===== config.mk =====
export PLATFORM = sky130hd
export DESIGN_NAME = bram_test_ctrl
export DESIGN_NICKNAME = d
export VERILOG_FILES = /design/src/rtl/bram_test_ctrl.sv
export SDC_FILE = /design/constraint.sdc
export NUM_CORES = 1
export LEC_CHECK = 0
export CAP_MARGIN = 20
export CORE_UTILIZATION = 30
export DETAILED_ROUTE_END_ITERATION = 12
export GPL_ROUTABILITY_DRIVEN = 0
export HOLD_SLACK_MARGIN = 0.02
export PLACE_DENSITY = 0.51
export SYNTH_ARGS = -nofsm -noshare
export SYNTH_HDL_FRONTEND = slang
export SYNTH_SLANG_ARGS = --single-unit

===== constraint.sdc =====
create_clock -name clk -period 4.75 [get_ports clk]
set_clock_uncertainty 0.15 [all_clocks]
set_input_delay 0.475 -clock clk [delete_from_list [all_inputs] [get_ports clk]]
set_output_delay 0.475 -clock clk [all_outputs]
set_load 0.005 [all_outputs]

===== src/rtl/bram_test_ctrl.sv =====
// bram_test_ctrl: self-test sequencer for the 4096x4 banked BRAM.
// Fills memory with an address-derived pattern, flushes the banks'
// registered write enables, reads everything back and reports the result.
// Optional feature macro: BRAM_TEST_INV_PASS_EN adds a second pass that uses
// the inverted pattern; errors accumulate across both passes.
module bram_test_ctrl #(
    parameter int                ADDR_W      = 12,
    parameter int                DATA_W      = 4,
    parameter int                READ_LAT    = 3,
    parameter int                WR_DATA_LAG = 1,
    parameter logic [DATA_W-1:0] SEED        = 4'h5
) (
    input  logic              clk,
    input  logic              reset,
    input  logic              start,
    output logic              mem_we,
    output logic [ADDR_W-1:0] mem_addr,
    output logic [DATA_W-1:0] mem_din,
    input  logic [DATA_W-1:0] mem_dout,
    output logic              busy,
    output logic              done,
    output logic              pass,
    output logic [12:0]       err_count,
    output logic [ADDR_W-1:0] first_err_addr
);

    localparam logic [2:0] ST_IDLE  = 3'd0;
    localparam logic [2:0] ST_WRITE = 3'd1;
    localparam logic [2:0] ST_FLUSH = 3'd2;
    localparam logic [2:0] ST_READ  = 3'd3;
    localparam logic [2:0] ST_DRAIN = 3'd4;
    localparam logic [2:0] ST_DONE  = 3'd5;

    localparam logic [ADDR_W-1:0] CNT_LAST   = '1;
    localparam logic [ADDR_W-1:0] FLUSH_LAST = ADDR_W'(3);
    localparam logic [ADDR_W-1:0] DRAIN_LAST = ADDR_W'(READ_LAT - 1);
    localparam logic [12:0]       ERR_MAX    = '1;

    // Pattern is built from the low and high nibbles of the address only.
    function automatic logic [DATA_W-1:0] pattern(input logic [DATA_W-1:0] lo,
                                                  input logic [DATA_W-1:0] hi);
        return lo ^ hi ^ SEED;
    endfunction

    logic [2:0]        state_reg;
    logic [ADDR_W-1:0] cnt_reg;
    logic [DATA_W-1:0] pat_mask;
    logic [DATA_W-1:0] cur_pattern;
    logic [DATA_W-1:0] din_next;
    logic              last_pass;
    logic              start_ok;
    logic              mismatch;

    assign start_ok    = start && (state_reg == ST_IDLE || state_reg == ST_DONE);
    assign cur_pattern = pattern(cnt_reg[DATA_W-1:0], cnt_reg[ADDR_W-1 -: DATA_W]) ^ pat_mask;

`ifdef BRAM_TEST_INV_PASS_EN
    logic inv_reg;

    // Track which pass is running; the inverted pass follows the first drain.
    always_ff @(posedge clk or posedge reset) begin
        if (reset) begin
            inv_reg <= 1'b0;
        end else if (start_ok) begin
            inv_reg <= 1'b0;
        end else if (state_reg == ST_DRAIN && cnt_reg == DRAIN_LAST) begin
            inv_reg <= 1'b1;
        end
    end

    assign pat_mask  = {DATA_W{inv_reg}};
    assign last_pass = inv_reg;
`else
    assign pat_mask  = '0;
    assign last_pass = 1'b1;
`endif

    // Phase sequencing; cnt_reg is the per-phase address/cycle counter.
    always_ff @(posedge clk or posedge reset) begin
        if (reset) begin
            state_reg <= ST_IDLE;
            cnt_reg   <= '0;
        end else begin
            case (state_reg)
                ST_IDLE, ST_DONE: begin
                    if (start) begin
                        state_reg <= ST_WRITE;
                        cnt_reg   <= '0;
                    end
                end
                ST_WRITE: begin
                    cnt_reg <= cnt_reg + 1'b1;
                    if (cnt_reg == CNT_LAST) begin
                        state_reg <= ST_FLUSH;
                    end
                end
                ST_FLUSH: begin
                    if (cnt_reg == FLUSH_LAST) begin
                        state_reg <= ST_READ;
                        cnt_reg   <= '0;
                    end else begin
                        cnt_reg <= cnt_reg + 1'b1;
                    end
                end
                ST_READ: begin
                    cnt_reg <= cnt_reg + 1'b1;
                    if (cnt_reg == CNT_LAST) begin
                        state_reg <= ST_DRAIN;
                    end
                end
                ST_DRAIN: begin
                    if (cnt_reg == DRAIN_LAST) begin
                        state_reg <= last_pass ? ST_DONE : ST_WRITE;
                        cnt_reg   <= '0;
                    end else begin
                        cnt_reg <= cnt_reg + 1'b1;
                    end
                end
                default: begin
                    state_reg <= ST_IDLE;
                    cnt_reg   <= '0;
                end
            endcase
        end
    end

    // Memory address: counter in WRITE/READ, one address per bank in FLUSH.
    always_comb begin
        mem_addr = '0;
        case (state_reg)
            ST_WRITE, ST_READ: mem_addr = cnt_reg;
            ST_FLUSH:          mem_addr = {cnt_reg[1:0], {(ADDR_W-2){1'b0}}};
            default:           mem_addr = '0;
        endcase
    end

    assign mem_we = (state_reg == ST_WRITE);
    assign busy   = (state_reg == ST_WRITE) || (state_reg == ST_FLUSH) ||
                    (state_reg == ST_READ)  || (state_reg == ST_DRAIN);
    assign done   = (state_reg == ST_DONE);
    assign pass   = done && (err_count == '0);

    assign din_next = (state_reg == ST_WRITE) ? cur_pattern : '0;

    // Write data either accompanies the address or trails it by one cycle.
    if (WR_DATA_LAG == 0) begin : g_din_now
        assign mem_din = din_next;
    end else begin : g_din_lag
        logic [DATA_W-1:0] din_reg;

        // One-cycle data lag behind address/we.
        always_ff @(posedge clk or posedge reset) begin
            if (reset) begin
                din_reg <= '0;
            end else begin
                din_reg <= din_next;
            end
        end

        assign mem_din = din_reg;
    end

    // Expected-value pipeline aligned to the memory read latency.
    logic              pv_reg [READ_LAT];
    logic [ADDR_W-1:0] pa_reg [READ_LAT];
    logic [DATA_W-1:0] pe_reg [READ_LAT];

    for (genvar gi = 0; gi < READ_LAT; gi++) begin : g_pipe
        if (gi == 0) begin : g_head
            // Capture each issued read with its expected data.
            always_ff @(posedge clk or posedge reset) begin
                if (reset) begin
                    pv_reg[0] <= 1'b0;
                    pa_reg[0] <= '0;
                    pe_reg[0] <= '0;
                end else begin
                    pv_reg[0] <= (state_reg == ST_READ);
                    pa_reg[0] <= cnt_reg;
                    pe_reg[0] <= cur_pattern;
                end
            end
        end else begin : g_tail
            // Shift the entry one stage closer to the compare point.
            always_ff @(posedge clk or posedge reset) begin
                if (reset) begin
                    pv_reg[gi] <= 1'b0;
                    pa_reg[gi] <= '0;
                    pe_reg[gi] <= '0;
                end else begin
                    pv_reg[gi] <= pv_reg[gi-1];
                    pa_reg[gi] <= pa_reg[gi-1];
                    pe_reg[gi] <= pe_reg[gi-1];
                end
            end
        end
    end

    assign mismatch = pv_reg[READ_LAT-1] && (pe_reg[READ_LAT-1] != mem_dout);

    // Error accounting: saturating count plus address of the first failure.
    always_ff @(posedge clk or posedge reset) begin
        if (reset) begin
            err_count      <= '0;
            first_err_addr <= '0;
        end else if (start_ok) begin
            err_count      <= '0;
            first_err_addr <= '0;
        end else if (mismatch) begin
            if (err_count != ERR_MAX) begin
                err_count <= err_count + 13'd1;
            end
            if (err_count == '0) begin
                first_err_addr <= pa_reg[READ_LAT-1];
            end
        end
    end

endmodule


==> flow_summary_export.csv <==
group,metric,value,unit
power,power_density,444,nW/um^2
timing,fin_crit_sh,67.2,%
global_routing,grt_pass1_vias,2715,
clock_network,holdBufCountCts,0,
timing,timing.final.crit_period,3.19,ns
power,power,2.17,mW
power,p_int,1.59,mW
timing,maxSlewHeadroom,42.3,%
die,start_util,30.8,%
logic_synthesis,synth_area,3890,um^2
finish,seqCellArea,2380,um^2
critical_path,arrival,2.57,ns
logic_synthesis,synth_nets,362,
finish,fin_nets,406,
clock_network,clkSinkCount,95,
logic_synthesis,synth.ff_latch_count,95,
finish,largest_reg_flops,36,
power,pwr-share-seq,51.5,%
logic_synthesis,synth_cells,351,
finish,layout_common_cells,"dfrtp_1 (95), clkdlybuf4s50_1 (51), a21oi_1 (29)",
clock_network,cts_setup_buffers,0,
clock_network,cts_tree,"done",
timing,fin_setup_tns,0,ns
finish,fillerInstances,1294,
power,power_frac_clock,34.2,%
route,wl_per_cell,15.1,um
global_routing,grt_usage,14.0,%
timing,finalMaxSlewViolations,0,
finish,drive_gt1_share,7.00,%
timing,final-hold-violation-count,0,
timing,finalSetupViolCount,0,
route,drtIter0Drc,154,
power,ir_drop,0.000212,V
logic_synthesis,async_reset_ff_share,100,%
logic_synthesis,ys_warn_count,0,
route,wirelength,8660,um
critical_path,slowest_delay,0.53,ns
clock_network,cts.path.max_buffers,2,
power,pwr-share-comb,14.3,%
placed_design,dp_hpwl,5770,um
die,core,12600,um^2
finish,multi_input_area,1400,um^2
timing,fin_ws,1.56,ns
critical_path,worst_setup_path_end_kind,"output pin",
power,switching_share,26.9,%
power,leakage,2.03,nW
global_routing,overflow,0,
die,die_x,116,um
logic_synthesis,ys_types,44,
route,drc,0,
route,dr.pass1.iters,4,
timing,max_clock_freq,0.313,GHz
route,ant_nets,0,
critical_path,start_kind,"register",
clock_network,clk_latency,0.33,ns
die,design.die.area,13400,um^2
global_routing,grt_pass1_wl,14300,um
critical_path,worstSetupPathType,"register to output pin",
critical_path,path_cells,"inv_1 -> ha_1 -> nor4b_1 -> and3_1 -> and2_1 -> clkdlybuf4s50_1",
critical_path,critPathSlowestCell,"and3_1",
critical_path,required,4.12,ns
logic_synthesis,synthFlopType,"dfrtp_1",
timing,rsz0062_at_grt,"false",
status,outcome,"completed",
min_path,hp-class,"register to register",
die,num_rows,41,
global_routing,antenna_found_initial,0,
global_routing,grt_max_degree,51,
finish,syn2layout_area_growth,25.6,%
clock_network,h-tree-depth,3,
placed_design,io_buffers,51,
logic_synthesis,yosysSeqAreaShare,61.1,%
finish,mostFrequentLayoutCell,"dfrtp_1",
clock_network,cts_buffers,9,
placed_design,post-place-ws,1.91,ns
clock_network,ctsResizeCount,0,
route,via_per_inst,4.98,
critical_path,crit_fanout,13,
power,netSwitchingPower,0.583,mW
route,num_vias,2851,
run,maxCapViolations,0,
logic_synthesis,synth_edf_count,0,
clock_network,clock-root-buffer,"clkbuf_16",
die,ioPinCount,52,
timing,worstMarginPinSlew,0.864,ns
finish,antenna_cells,0,
clock_network,clk_pin_slew_worst_paths,0.07,ns
die,die-height,116,um
logic_synthesis,avgSynthCellArea,11.1,um^2
==> power groups by stage <==
stage	clock network (mW)	registers, mW	logic [mW]
2_1_floorplan	0	1.08	0.192
3_3_place_gp	0	1.13	0.310
3_5_place_dp	0	1.14	0.313
4_1_cts	0.763	1.12	0.316
5_1_grt	0.799	1.14	0.348
6_report	0.742	1.12	0.310
==> Yosys cell counts (8+ instances only) <==
cell       n  share of area [%]
dfrtp_1   95                 61
nand3_1   25                3.2
o21ai_0   19                2.4
nand2_1   17                1.6
nor4_1     9                1.4
or4_1     12                2.3
clkbuf_1  18                1.7
nand4_1    8                1.3
nor2_1    12                1.2
inv_1     10               0.97
and2_1    12                1.9
a21oi_1   29                3.7
and3_1     8                1.3
==> worst paths after layout <==
kind,from,to,slack [ns],cells after the start
worst min-delay path,pa_reg[27],pa_reg[15],0.19,0
worst min register to register,pa_reg[27],pa_reg[15],0.19,0
min in group asynchronous,reset,err_count[6],0.46,2
max in group asynchronous,reset,pa_reg[32],2.89,3
worst max register to register,cnt_reg[1],state_reg[0],2.42,5
worst max-delay path,err_count[0],pass,1.56,6
==> final cells by class <==
cell class | count | area share (%)
clock buffer | 9 | 4.61
clock inverter | 7 | 1.82
inverter | 10 | 0.794
multi-input combinational | 223 | 28.6
sequential | 95 | 48.6
tap | 172 | 4.40
timing repair buffer | 56 | 11.2
==> critical path, delay by kind of cell (launching register included) <==
| family | cells | cell delay (ns) |
|---|---|---|
| buf+inv | 2 | 0.59 |
| simple gates | 3 | 1.07 |
| flops | 1 | 0.43 |
| fa+ha+maj | 1 | 0.14 |
==> per-stage QoR <==
stage,area (um^2),util [%],hold slack (ns),std cells
global placement,4570,36.2,0.183,555
finish,4890,38.7,0.187,572
floorplan,3890,-,0.181,351
global route,4890,38.7,0.190,572
detailed placement,4570,36.2,0.185,555
CTS,4880,38.7,0.185,571
==> logic make-up (layout without fill, tap and decap cells) <==
kind of cell / after synthesis / count (layout) / share of synthesized area, %
multiplexers: 3 / 3 / 0.772
flip-flops: 95 / 95 / 61.1
AO/OA/AOI/OAI: 84 / 84 / 13.6
adder cells (fa/ha/maj): 4 / 4 / 1.29
AND/OR/NAND/NOR: 120 / 120 / 17.0
buffers and inverters: 33 / 82 / 3.47
XOR/XNOR: 12 / 12 / 2.70
==> per-layer routing <==
metal | routed length [um] | share of wire (%) | vias to the layer above | global-route usage [%]
met5 | 0 | 0 | - | 0
met4 | 68 | 0.79 | 0 | 5.04
met3 | 343 | 4.0 | 4 | 3.19
met2 | 3980 | 46 | 62 | 20.9
met1 | 4270 | 49 | 1410 | 19.8
li1 | - | - | 1375 | -
(Power assumes the default switching activity.)
